[config.mk]
export PLATFORM = sky130hd
export DESIGN_NAME = instr_seq_ctl
export DESIGN_NICKNAME = d
export VERILOG_FILES = /design/src/rtl/cpu_pkg.sv /design/src/rtl/instr_seq_ctl_decode.sv /design/src/rtl/instr_seq_ctl.sv
export SDC_FILE = /design/constraint.sdc
export NUM_CORES = 1
export LEC_CHECK = 0
export ABC_AREA = 1
export ABC_CLOCK_PERIOD_IN_PS = 2300
export BUFFER_PORTS_ARGS = -buffer_cell sky130_fd_sc_hd__buf_2
export CORE_AREA = 2 2 61 46
export CTS_CLUSTER_SIZE = 30
export DETAILED_ROUTE_END_ITERATION = 8
export DIE_AREA = 0 0 63 48
export PLACE_DENSITY = 0.72
export SLEW_MARGIN = 30
export SYNTH_ARGS = -nofsm -noshare
export SYNTH_HDL_FRONTEND = slang
export SYNTH_SLANG_ARGS = --single-unit
[constraint.sdc]
create_clock -name clk -period 2.3 [get_ports clk]
set_input_delay 0.23 -clock clk [delete_from_list [all_inputs] [get_ports clk]]
set_output_delay 0.23 -clock clk [all_outputs]
set_load 0.005 [all_outputs]
[src/rtl/cpu_pkg.sv]
// Shared CPU definitions: opcode constants, one-hot sequencer state
// encoding and the datapath strobe bundle.
//   OP_*     : 3-bit instruction-register opcode values
//   state_e  : 10-state one-hot sequencer encoding (IDLE, P0..P7, HALTED)
//   strobe_t : packed datapath strobes, MSB first:
//              inc_pc, load_pc, load_acc, load_ir, rd, wr, datactl_ena
package cpu_pkg;

  localparam logic [2:0] OP_HLT = 3'b000;
  localparam logic [2:0] OP_SKZ = 3'b001;
  localparam logic [2:0] OP_ADD = 3'b010;
  localparam logic [2:0] OP_AND = 3'b011;
  localparam logic [2:0] OP_XOR = 3'b100;
  localparam logic [2:0] OP_LDA = 3'b101;
  localparam logic [2:0] OP_STO = 3'b110;
  localparam logic [2:0] OP_JMP = 3'b111;

  typedef enum logic [9:0] {
    S_IDLE   = 10'b00_0000_0001,
    S_P0     = 10'b00_0000_0010,
    S_P1     = 10'b00_0000_0100,
    S_P2     = 10'b00_0000_1000,
    S_P3     = 10'b00_0001_0000,
    S_P4     = 10'b00_0010_0000,
    S_P5     = 10'b00_0100_0000,
    S_P6     = 10'b00_1000_0000,
    S_P7     = 10'b01_0000_0000,
    S_HALTED = 10'b10_0000_0000
  } state_e;

  typedef struct packed {
    logic inc_pc;
    logic load_pc;
    logic load_acc;
    logic load_ir;
    logic rd;
    logic wr;
    logic datactl_ena;
  } strobe_t;

  // Opcodes that read memory into the accumulator path.
  function automatic logic is_alu_ld(input logic [2:0] op);
    return (op == OP_ADD) || (op == OP_AND) || (op == OP_XOR) || (op == OP_LDA);
  endfunction

endpackage

[src/rtl/instr_seq_ctl_decode.sv]
// iseq_decode: combinational strobe decoder for the instruction sequencer.
// Ports:
//   state   [9:0] : one-hot sequencer state (cpu_pkg::state_e encoding)
//   op      [2:0] : latched opcode (only meaningful in P3..P7)
//   zero          : accumulator-is-zero flag
//   strobes [6:0] : cpu_pkg::strobe_t bundle for that state
module iseq_decode
  import cpu_pkg::*;
(
  input  logic [9:0] state,
  input  logic [2:0] op,
  input  logic       zero,
  output logic [6:0] strobes
);

  strobe_t s;
  logic    alu_ld;

  always_comb begin
    s      = '0;
    alu_ld = is_alu_ld(op);
    case (state)
      S_P0: begin
        s.rd      = 1'b1;
        s.load_ir = 1'b1;
      end
      S_P1: begin
        s.rd      = 1'b1;
        s.load_ir = 1'b1;
        s.inc_pc  = 1'b1;
      end
      S_P3: s.inc_pc = 1'b1;
      S_P4: begin
        s.load_pc     = (op == OP_JMP);
        s.rd          = alu_ld;
        s.datactl_ena = (op == OP_STO);
      end
      S_P5: begin
        s.rd          = alu_ld;
        s.load_acc    = alu_ld;
        s.wr          = (op == OP_STO);
        s.datactl_ena = (op == OP_STO);
        s.load_pc     = (op == OP_JMP);
        s.inc_pc      = (op == OP_JMP) || ((op == OP_SKZ) && zero);
      end
      S_P6: begin
        s.rd          = alu_ld;
        s.datactl_ena = (op == OP_STO);
      end
      S_P7: s.inc_pc = (op == OP_SKZ) && zero;
      default: ;
    endcase
  end

  assign strobes = s;

endmodule

[src/rtl/instr_seq_ctl.sv]
// instr_seq_ctl: eight-phase instruction sequencer for the simple CPU.
// Walks IDLE -> P0..P7 while ena is high, fetching in P0/P1 and executing
// the latched opcode in P3..P7; HLT parks the sequencer in HALTED until reset.
// Ports:
//   clk, reset  : clock and synchronous active-high reset
//   ena         : fetch-window enable; low aborts the current instruction
//   opcode[2:0] : instruction-register opcode, latched on the edge into P3
//   zero        : accumulator-is-zero flag, sampled for SKZ in P5 and P7
//   inc_pc, load_pc, load_acc, load_ir, rd, wr, datactl_ena : registered strobes
//   halt        : sticky halted indication
//   retired[RETIRE_W-1:0] : retired-instruction count (ISEQ_RETIRE_CNT_EN only)
// Optional feature macro: ISEQ_RETIRE_CNT_EN enables the retired counter.
module instr_seq_ctl
  import cpu_pkg::*;
#(
  parameter int RETIRE_W = 16
) (
  input  logic                clk,
  input  logic                reset,
  input  logic                ena,
  input  logic [2:0]          opcode,
  input  logic                zero,
  output logic                inc_pc,
  output logic                load_pc,
  output logic                load_acc,
  output logic                load_ir,
  output logic                rd,
  output logic                wr,
  output logic                datactl_ena,
  output logic                halt
`ifdef ISEQ_RETIRE_CNT_EN
  ,
  output logic [RETIRE_W-1:0] retired
`endif
);

  if (RETIRE_W < 1) begin : g_bad_retire_w
    $error("RETIRE_W must be at least 1");
  end

  state_e     state_q, state_d;
  logic [2:0] op_q, op_d;
  logic [6:0] strb_q, strb_d;
  logic       halt_q;
  strobe_t    strb_v;

  // Next-state logic; ena low returns any active phase to IDLE.
  always_comb begin
    state_d = state_q;
    op_d    = op_q;
    case (state_q)
      S_IDLE: if (ena) state_d = S_P0;
      S_P0:   state_d = ena ? S_P1 : S_IDLE;
      S_P1:   state_d = ena ? S_P2 : S_IDLE;
      S_P2: begin
        if (ena) begin
          state_d = S_P3;
          op_d    = opcode;
        end else begin
          state_d = S_IDLE;
        end
      end
      S_P3: begin
        if (!ena)                state_d = S_IDLE;
        else if (op_q == OP_HLT) state_d = S_HALTED;
        else                     state_d = S_P4;
      end
      S_P4:     state_d = ena ? S_P5 : S_IDLE;
      S_P5:     state_d = ena ? S_P6 : S_IDLE;
      S_P6:     state_d = ena ? S_P7 : S_IDLE;
      S_P7:     state_d = ena ? S_P0 : S_IDLE;
      S_HALTED: state_d = S_HALTED;
      default:  state_d = S_IDLE;
    endcase
  end

  // Strobes are decoded from the state being entered so the registered
  // outputs line up with the state occupied during the following cycle.
  iseq_decode u_decode (
    .state  (state_d),
    .op     (op_d),
    .zero   (zero),
    .strobes(strb_d)
  );

  always_ff @(posedge clk) begin
    if (reset) begin
      state_q <= S_IDLE;
      op_q    <= OP_HLT;
      strb_q  <= '0;
      halt_q  <= 1'b0;
    end else begin
      state_q <= state_d;
      op_q    <= op_d;
      strb_q  <= strb_d;
      halt_q  <= (state_d == S_HALTED);
    end
  end

  assign strb_v      = strb_q;
  assign inc_pc      = strb_v.inc_pc;
  assign load_pc     = strb_v.load_pc;
  assign load_acc    = strb_v.load_acc;
  assign load_ir     = strb_v.load_ir;
  assign rd          = strb_v.rd;
  assign wr          = strb_v.wr;
  assign datactl_ena = strb_v.datactl_ena;
  assign halt        = halt_q;

`ifdef ISEQ_RETIRE_CNT_EN
  logic [RETIRE_W-1:0] retired_q;
  logic                retire_evt;

  // An instruction retires when it leaves P7 (whatever ena does) or when
  // HLT commits to HALTED; an abort before P7 never counts.
  assign retire_evt = (state_q == S_P7) ||
                      ((state_q == S_P3) && (state_d == S_HALTED));

  always_ff @(posedge clk) begin
    if (reset)           retired_q <= '0;
    else if (retire_evt) retired_q <= retired_q + RETIRE_W'(1);
  end

  assign retired = retired_q;
`endif

endmodule

==> impl_metrics.tcl, run 1 <==
set metrics [dict create \
    status "finished clean" \
    dp_hpwl_um 2158 \
    synth.distinct_cells 25 \
    h-tree-depth 1 \
    max_slew_margin 0.8222 \
    gp_congestion 0.9504 \
    max_freq_ghz 0.5936 \
    setup_tns_ns 0 \
    regToRegStartpoint "state_q[9]" \
    hold_viol_final 0 \
    synth-xor-area-share 0 \
    io_pins 15 \
    finish.net_count 195 \
    cts_tree "done" \
    detail-route-antenna-nets 0 \
    power.density_nw_per_um2 472.8 \
    post-route-period-util 0.7325 \
    seqPwrFrac 0.580 \
    cp.arrival_ns 1.91 \
    clock_skew_ns 0.006006 \
    numCtsBuffers 3 \
    switching_share 0.2815 \
    cp-start-kind "flop" \
    core_region_area_um2 2384 \
    yosysSeqAreaShare 0.3397 \
    worst_pin_slew_ns 0.2650 \
    synth-seq-cells 21 \
    rsz0062_at_grt "no" \
    crit_type "flop to flop" \
    r2r_slack_ns 0.62 \
    fp.dieW_um 63 \
    die_h_um 48 \
    ir_drop_mv 0.3362 \
    fp-row-count 15 \
    clockBufferDepth 2 \
    syn_area_um2 1237 \
    clock_latency_ns 0.31 \
    p_int_mw 0.4650 \
    synth_warnings 0 \
    holdPathEnd "state_q[1]" \
    hold_buffers 0 \
    vias_per_cell 4.914 \
    synth_top_family_by_area "simple AND/OR/NAND/NOR gates" \
    regToRegEndpoint "strb_q[6]" \
    synth-compound-area-share 0.04146 \
    dr.first_iter.drc_count 57 \
    finalSetupViolCount 0 \
    pwr-share-clk 0.283 \
    ff2ff_path_depth 12 \
    drv_slew 0 \
    route.detailed.drc 0 \
    drive_gt1_frac 0.2941 \
    leakage_nw 0.6494 \
    crit_fanout 7 \
    required_ns 2.52 \
    synth_mux_area_frac 0 \
    switchingPower_mw 0.1822 \
    synth_fp_nets 178 \
    n_antenna_cell 0 \
    grt_max_degree 14 \
    ctsResizeCount 0 \
    antenna_found_initial 0 \
    cts.sinks 21 \
    root_buffer "clkbuf_4" \
    cts_setup_buffers 0 \
    hold_ws_ns 0.2401 \
    min_path_cells 2 \
    vias 1086 \
    period_minus_slack_ns 1.685 \
    syn_avg_cell_area_um2 7.236 \
    syn_inst 171 \
    initial_core_util 0.5192 \
    synthAdderAreaFrac 0 \
    cap_violations 0 \
    first_global_vias 918 \
    combPwrFrac 0.137 \
    clk_pin_slew_ns 0.12 \
    drt-total-wl_um 2711 \
    cp-end-kind "flop" \
    track_usage 0.2000 \
    post_drt_wl_per_cell_um 12.27 \
    n_fill_cell 235 \
    drtPass1Iterations 5 \
    min_path_type "primary input to flop" \
    globalRoute.totalOverflow 0 \
    io_buffers 14 \
    synth_simple_gate_area_frac 0.5389 \
    grt_pass1_wl_um 4402 \
    die_area_um2 3024 \
    hold_start "reset" \
    synthToLayoutAreaGrowth_pct 10.62 \
]
## power groups by stage
stage / Clock, mW / Combinational (mW) / Sequential, mW
6_report: 0.183 / 0.0886 / 0.375
5_1_grt: 0.205 / 0.0987 / 0.376
4_1_cts: 0.191 / 0.0877 / 0.376
3_5_place_dp: 0 / 0.0875 / 0.384
3_3_place_gp: 0 / 0.0846 / 0.383
2_1_floorplan: 0 / 0.0660 / 0.384
## synth_stat cells (all sizes together)
cell,instances,share of area
a21oi,3,0.012
and3,1,0.0051
buf,1,0.0040
clkbuf,1,0.0030
clkinv,1,0.0030
dfxtp,21,0.34
inv,23,0.070
nand2,46,0.18
nand3,20,0.10
nand4,3,0.015
nor2,39,0.19
nor3,8,0.040
o21a,2,0.012
o21ai,2,0.017
## registers in the layout, summed over array words and instances (netlist names)
signal,flops
strb_q,7
op_q,3
state_q,10
halt,1
## how the worst max path moves through the flow
stage / start / to / slack, ns / cells past startpoint
after global routing: state_q[9] / strb_q[6] / 0.44 / 12
after detailed placement: state_q[9] / strb_q[6] / 0.65 / 12
after CTS: state_q[9] / strb_q[6] / 0.63 / 12
after global placement: state_q[9] / strb_q[6] / 0.70 / 12
after floorplan: state_q[9] / strb_q[6] / 0.84 / 12
final: state_q[9] / strb_q[6] / 0.62 / 12
## cell usage in the layout, fill, tap and decap left out, types with 3 or more instances in the layout
cell type and instances:
nand2_1 34, nor2_1 24, dfxtp_1 21, inv_1 20, nand3_1 16, buf_2 14
nand2_2 9, nor2_4 8, nor2_2 6, nor3_1 6, inv_2 3, nand4_1 3
a21oi_1 3, nand3_2 3, clkbuf_4 3
## critical path: stages, from the launching register on
cell     delay (ns)
dfxtp_1        0.37
nor2_4         0.25
nand2_4        0.12
nor2_8         0.15
nand3_4        0.11
o21ai_4        0.22
nor2_4         0.05
nand2_1        0.05
nand2_1        0.04
nand2_1        0.05
nand3_1        0.07
nand2_1        0.06
inv_1          0.04
## logic make-up (layout without fill, tap and decap cells)
family | Yosys count | count (layout)
flops | 21 | 21
compound gates | 7 | 7
buf+inv | 26 | 42
simple gates | 117 | 117
## per-layer routing
| layer | part of all wire | vias up | global-route usage |
|---|---|---|---|
| met3 | 0.058 | 4 | 0.04471 |
| met1 | 0.48 | 483 | 0.2691 |
| met4 | 0.010 | 0 | 0.08889 |
| met2 | 0.45 | 33 | 0.3170 |
| met5 | 0 | - | 0 |
| li1 | - | 566 | - |
## final cells by class
type	count	area, um2	area share
multi-input combinational	124	718.2	0.5247
clock inverter	1	5.005	0.003656
inverter	24	90.09	0.06581
sequential	21	420.4	0.3071
clock buffer	3	22.52	0.01645
tap	34	42.54	0.03108
timing repair buffer	14	70.07	0.05119
## through the flow
stage               setup WS [ns]  area (um2)  std cells  total power [mW]    util
floorplan                  0.8395        1237        171            0.4496       -
global placement           0.6960        1341        217            0.4679  0.5627
detailed placement         0.6522        1341        217            0.4711  0.5627
CTS                        0.6345        1369        221            0.6538  0.5743
global route               0.4432        1369        221            0.6799  0.5743
finish                     0.6153        1369        221            0.6472  0.5743
Note: power is estimated with default switching activity, not from simulation.
==> run 2: changes to the inputs <==
--- a/config.mk
+++ b/config.mk
@@ -5,14 +5,14 @@
 export SDC_FILE = /design/constraint.sdc
 export NUM_CORES = 1
 export LEC_CHECK = 0
-export ABC_AREA = 1
-export ABC_CLOCK_PERIOD_IN_PS = 2300
+export ABC_AREA = 0
+export ABC_CLOCK_PERIOD_IN_PS = 1400
 export BUFFER_PORTS_ARGS = -buffer_cell sky130_fd_sc_hd__buf_2
 export CORE_AREA = 2 2 61 46
 export CTS_CLUSTER_SIZE = 30
 export DETAILED_ROUTE_END_ITERATION = 8
 export DIE_AREA = 0 0 63 48
-export PLACE_DENSITY = 0.72
+export PLACE_DENSITY = 0.71
 export SLEW_MARGIN = 30
 export SYNTH_ARGS = -nofsm -noshare
 export SYNTH_HDL_FRONTEND = slang
==> constraint.sdc (replaced) <==
create_clock -name clk -period 1.4 [get_ports clk]
set_input_delay 0.14 -clock clk [delete_from_list [all_inputs] [get_ports clk]]
set_output_delay 0.14 -clock clk [all_outputs]
set_load 0.005 [all_outputs]
==> impl_metrics.tcl, run 2 <==
set metrics [dict create \
    status "finished, violations left" \
    violations "negative setup slack" \
    multi_input_area_um2 834.6 \
    numCtsBuffers 3 \
    io_pins 15 \
    clk_pin_slew_ns 0.12 \
    seqPwrFrac 0.568 \
    clock_latency_ns 0.31 \
    detail-route-antenna-nets 0 \
    post_drt_wl_per_cell_um 16.42 \
    p_int_mw 0.7957 \
    cap_violations 0 \
    fp-row-count 15 \
    vias_per_cell 5.591 \
    synth.distinct_cells 48 \
    route.detailed.drc 0 \
    final_cells 215 \
    dp_slack_ns -0.4538 \
    antenna_found_initial 0 \
    syn_area_um2 1167 \
    clock_skew_ns 0.004621 \
    first_global_vias 1171 \
    top_layer "met4" \
    switchingPower_mw 0.2794 \
    reg_top3 "state_q: 10 flops, strb_q: 7 flops, op_q: 3 flops" \
    cp-end-kind "flop" \
    io_buffers 14 \
    die_h_um 48 \
    ir_drop_mv 0.4380 \
    yosysSeqAreaShare 0.3601 \
    combPwrFrac 0.157 \
    met2_length_um 1652 \
    cts_tree "done" \
    drv_slew 0 \
    n_fill_cell 173 \
    grt_max_degree 13 \
    min_path_type "primary input to flop" \
    drive_gt1_frac 0.5746 \
    power.density_nw_per_um2 587.7 \
    dp_cells 198 \
    dp_hpwl_um 2473 \
    post-route-period-util 1.341 \
    crit_type "flop to flop" \
    core_region_area_um2 2384 \
    gp_congestion 0.9228 \
    rsz0062_at_grt "yes" \
    cp-start-kind "flop" \
    final_common_cell "buf_4" \
    synth_fp_nets 131 \
    ys_top_cells_by_count "dfxtp_1 (21), nor2_1 (10), clkbuf_1 (6), nand2_1 (5), o211ai_1 (5)" \
    pwr-share-clk 0.275 \
    synth_area_leader_cell "dfxtp_1" \
    wl_met3_um 206 \
    r2r_slack_ns -0.48 \
    cp.arrival_ns 2.12 \
    drtPass1Iterations 4 \
    final-seq-area_um2 436.7 \
    finalSetupViolCount 20 \
    max_slew_margin 0.6654 \
    synth_ff_type "dfxtp_1" \
    synth_top_area_frac 0.3601 \
    grt_pass1_wl_um 5499 \
    fp.dieW_um 63 \
    synth-seq-cells 21 \
    h-tree-depth 1 \
    layout_common_cells "buf_4 (39), dfxtp_1 (14), buf_2 (14), buf_6 (9), nor2_1 (8)" \
    track_usage 0.2489 \
    largest-register "state_q" \
    required_ns 1.65 \
    clockBufferDepth 2 \
    hold_ws_ns 0.1008 \
    final.setup.worst_slack_ns -0.4769 \
    syn_avg_cell_area_um2 9.414 \
    drt-total-wl_um 3530 \
    root_buffer "clkbuf_4" \
    hold_buffers 0 \
    cts.sinks 21 \
    postSynth.asyncResetShare 0 \
    n_antenna_cell 0 \
    synth-edff-count 0 \
    vias 1202 \
    synth.most_common_cell "dfxtp_1" \
    worst_pin_slew_ns 0.4997 \
    hold_viol_final 0 \
    period_minus_slack_ns 1.877 \
    die_area_um2 3024 \
    finish.net_count 189 \
    initial_core_util 0.4898 \
    crit_fanout 6 \
    switching_share 0.2599 \
    leakage_nw 0.7463 \
    largest_reg_flops 10 \
    finalCoreUtilization 0.7675 \
    synth_warnings 0 \
    max_freq_ghz 0.5328 \
    wl_met1_um 1624 \
    syn_inst 124 \
    synthToLayoutAreaGrowth_pct 56.70 \
    dr.first_iter.drc_count 70 \
    globalRoute.totalOverflow 0 \
    synthTopCellsByArea "dfxtp_1 (36%), a2111oi_2 (3.9%), nor2_1 (3.2%), o211ai_1 (3.2%), nor4b_1 (3.0%)" \
]
run 2: final timing paths:
| check | from | end | depth (start not counted) |
|---|---|---|---|
| setup / recovery | state_q[4] | strb_q[4] | 5 |
| hold / removal | opcode[1] | op_q[1] | 3 |
| hold reg to reg | state_q[6] | state_q[7] | 1 |
| setup reg to reg | state_q[4] | strb_q[4] | 5 |
run 2: per-stage QoR:
step / power (mW) / area [um2] / TNS [ns]
final: 1.075 / 1829 / -5.327
after global routing: 1.132 / 1829 / -6.593
after CTS: 1.076 / 1709 / -3.649
after detailed placement: 0.7661 / 1554 / -3.803
after global placement: 0.7593 / 1554 / -3.331
after floorplan: 0.7063 / 1217 / -1.780
run 2: cells by family after synthesis:
family          count (synthesis)  share of synthesized area
compound gates                 23                     0.1683
xor+xnor                        8                    0.06002
buf+inv                        11                    0.04179
flops                          21                     0.3601
mux                             4                    0.03537
simple gates                   57                     0.3344
run 2: critical path: stages (launching register included):
cell,delay (ns)
dfxtp_4,0.38
or4_4,0.53
or3_4,0.34
a31o_4,0.24
buf_4,0.14
a211oi_2,0.19
run 2: power groups by stage:
stage          clock network [mW]  registers (mW)  logic [mW]
2_1_floorplan                   0           0.622      0.0840
3_3_place_gp                    0           0.627       0.132
3_5_place_dp                    0           0.628       0.138
4_1_cts                     0.308           0.613       0.155
5_1_grt                     0.340           0.612       0.180
6_report                    0.296           0.610       0.169
run 2: area by class of cell:
class	instances	share of cell area
multi-input cells	92	0.4562
repair buffers	63	0.2647
flip-flops and latches	21	0.2387
well taps	34	0.02326
clock buffers	3	0.01231
clock inverters	1	0.002736
inverters	1	0.002052
run 2: repair_timing:
item | 4_1_cts | 5_1_grt
pin swaps | 9 | 10
setup buffers | 4 | 9
setup endpoints to repair | 18 | 21
gates resized for setup | 22 | 12
run 2: per-layer routing:
layer	vias to the layer above	global-route usage
met4	0	0.07556
met1	562	0.2994
met3	8	0.06118
met5	-	0
li1	587	-
met2	45	0.4596
==> run 3: changes to the inputs <==
--- a/config.mk
+++ b/config.mk
@@ -17,3 +17,4 @@
 export SYNTH_ARGS = -nofsm -noshare
 export SYNTH_HDL_FRONTEND = slang
 export SYNTH_SLANG_ARGS = --single-unit
+export TNS_END_PERCENT = 20
==> impl_metrics.tcl, run 3 (synthesized netlist as in run 2, its figures left out) <==
set metrics [dict create \
    finish.net_count 181 \
    grt-busiest-layer "met2" \
    cap_violations 0 \
    crit_fanout 6 \
    reg_top3 "state_q: 10 flops, strb_q: 7 flops, op_q: 3 flops" \
    initial_core_util 0.4898 \
    root_buffer "clkbuf_4" \
    multi_input_area_um2 817.0 \
    numCtsBuffers 3 \
    track_usage 0.2245 \
    vias_per_cell 5.643 \
    drive_gt1_frac 0.5434 \
    antenna_found_initial 0 \
    vias 1168 \
    finalCoreUtilization 0.7186 \
    io_pins 15 \
    grt_max_degree 13 \
    clk_pin_slew_ns 0.12 \
    min_path_type "primary input to flop" \
    period_minus_slack_ns 1.877 \
    dp_hpwl_um 2367 \
    pwr-share-clk 0.272 \
    max_slew_margin 0.6473 \
    clockBufferDepth 2 \
    post_drt_wl_per_cell_um 15.58 \
    die_h_um 48 \
    rsz0062_at_grt "yes" \
    n_antenna_cell 0 \
    largest-register "state_q" \
    seqPwrFrac 0.572 \
    hold_viol_final 0 \
    globalRoute.totalOverflow 0 \
    cts_tree "done" \
    final_cells 207 \
    cp-end-kind "flop" \
    switchingPower_mw 0.2668 \
    drv_slew 0 \
    core_region_area_um2 2384 \
    fp-row-count 15 \
    status "finished, violations left" \
    grt_use_met1 0.2652 \
    drtPass1Iterations 4 \
    synthToLayoutAreaGrowth_pct 46.73 \
    h-tree-depth 1 \
    power.density_nw_per_um2 623.3 \
    clock_skew_ns 0.007643 \
    io_buffers 14 \
    min_path_cells 2 \
    gp_congestion 0.8960 \
    required_ns 1.61 \
    cts.sinks 21 \
    grtUsageMet2 0.4149 \
    cp-start-kind "flop" \
    final.setup.worst_slack_ns -0.4768 \
    dp_cells 203 \
    leakage_nw 0.7103 \
    ff2ff_path_depth 4 \
    finalSetupViolCount 18 \
    post-route-period-util 1.341 \
    fp.dieW_um 63 \
    grt_pass1_wl_um 5085 \
    layout_common_cells "buf_4 (39), dfxtp_1 (15), buf_2 (14), nor2_1 (9), dfxtp_2 (6)" \
    first_global_vias 1108 \
    largest_reg_flops 10 \
    worst_pin_slew_ns 0.5268 \
    final-seq-area_um2 427.9 \
    use_met3 0.06353 \
    ir_drop_mv 0.4294 \
    final_common_cell "buf_4" \
    n_fill_cell 185 \
    violations "negative setup slack" \
    cp.arrival_ns 2.08 \
    switching_share 0.2499 \
    combPwrFrac 0.155 \
    clock_latency_ns 0.31 \
    drt-total-wl_um 3226 \
    die_area_um2 3024 \
    dr.first_iter.drc_count 33 \
    crit_type "flop to flop" \
    p_int_mw 0.8008 \
    max_freq_ghz 0.5328 \
    detail-route-antenna-nets 0 \
    route.detailed.drc 0 \
]
## run 3: cell types whose count changed in the layout (fill, tap and decap cells not counted), sizes merged
cell | before | now
buf | 63 | 55
## run 3: repair_timing
action | 4_1_cts | 5_1_grt
endpoints found under the hold margin | 0 | 0
hold buffers | 0 | 0
resized for setup | 14 | 12
buffers inserted | 0 | 0
setup endpoints to repair | 19 | 21
pin swaps | 4 | 2
## run 3: critical path, stage by stage (launching register included)
cell	delay (ns)
dfxtp_2	0.37
or4_4	0.53
or3_1	0.34
a31o_4	0.25
a2111oi_2	0.29
## run 3: cell type report
class	instances	share of cell area
tap	34	0.02484
clock inverter	1	0.002922
timing repair buffer	55	0.2301
clock buffer	3	0.01315
sequential	21	0.2498
multi-input combinational	92	0.4770
inverter	1	0.002191
## run 3: power by group through the flow
| stage | sequential [mW] | clock, mW | combinational [mW] |
|---|---|---|---|
| floorplan | 0.622 | 0 | 0.0745 |
| global placement | 0.624 | 0 | 0.140 |
| detailed placement | 0.623 | 0 | 0.144 |
| CTS | 0.610 | 0.297 | 0.155 |
| global route | 0.612 | 0.330 | 0.177 |
| finish | 0.611 | 0.291 | 0.166 |
## run 3: routing by layer
layer / vias to the layer above / wire length (um)
li1: 570 / -
met2: 24 / 1541
met4: 0 / 29
met1: 570 / 1491
met5: - / 0
met3: 4 / 163
## run 3: stage by stage
| stage | instance area [um2] | setup WS [ns] | total power, mW | hold slack [ns] | setup TNS, ns |
|---|---|---|---|---|---|
| after floorplan | 1170 | -0.3796 | 0.6968 | 0.2839 | -2.407 |
| after global routing | 1713 | -0.5040 | 1.119 | 0.1029 | -4.658 |
| after global placement | 1558 | -0.4103 | 0.7634 | 0.4084 | -3.583 |
| after CTS | 1657 | -0.4703 | 1.062 | 0.09581 | -3.752 |
| after detailed placement | 1558 | -0.4413 | 0.7678 | 0.4259 | -4.196 |
| final | 1713 | -0.4768 | 1.068 | 0.1126 | -3.567 |
## run 3: path summary, 6_finish.rpt
| kind | start | to | slack, ns |
|---|---|---|---|
| min | reset | state_q[4] | 0.11 |
| min reg2reg | op_q[2] | state_q[5] | 0.67 |
| max reg2reg | state_q[4] | strb_q[0] | -0.48 |
| max | state_q[4] | strb_q[0] | -0.48 |
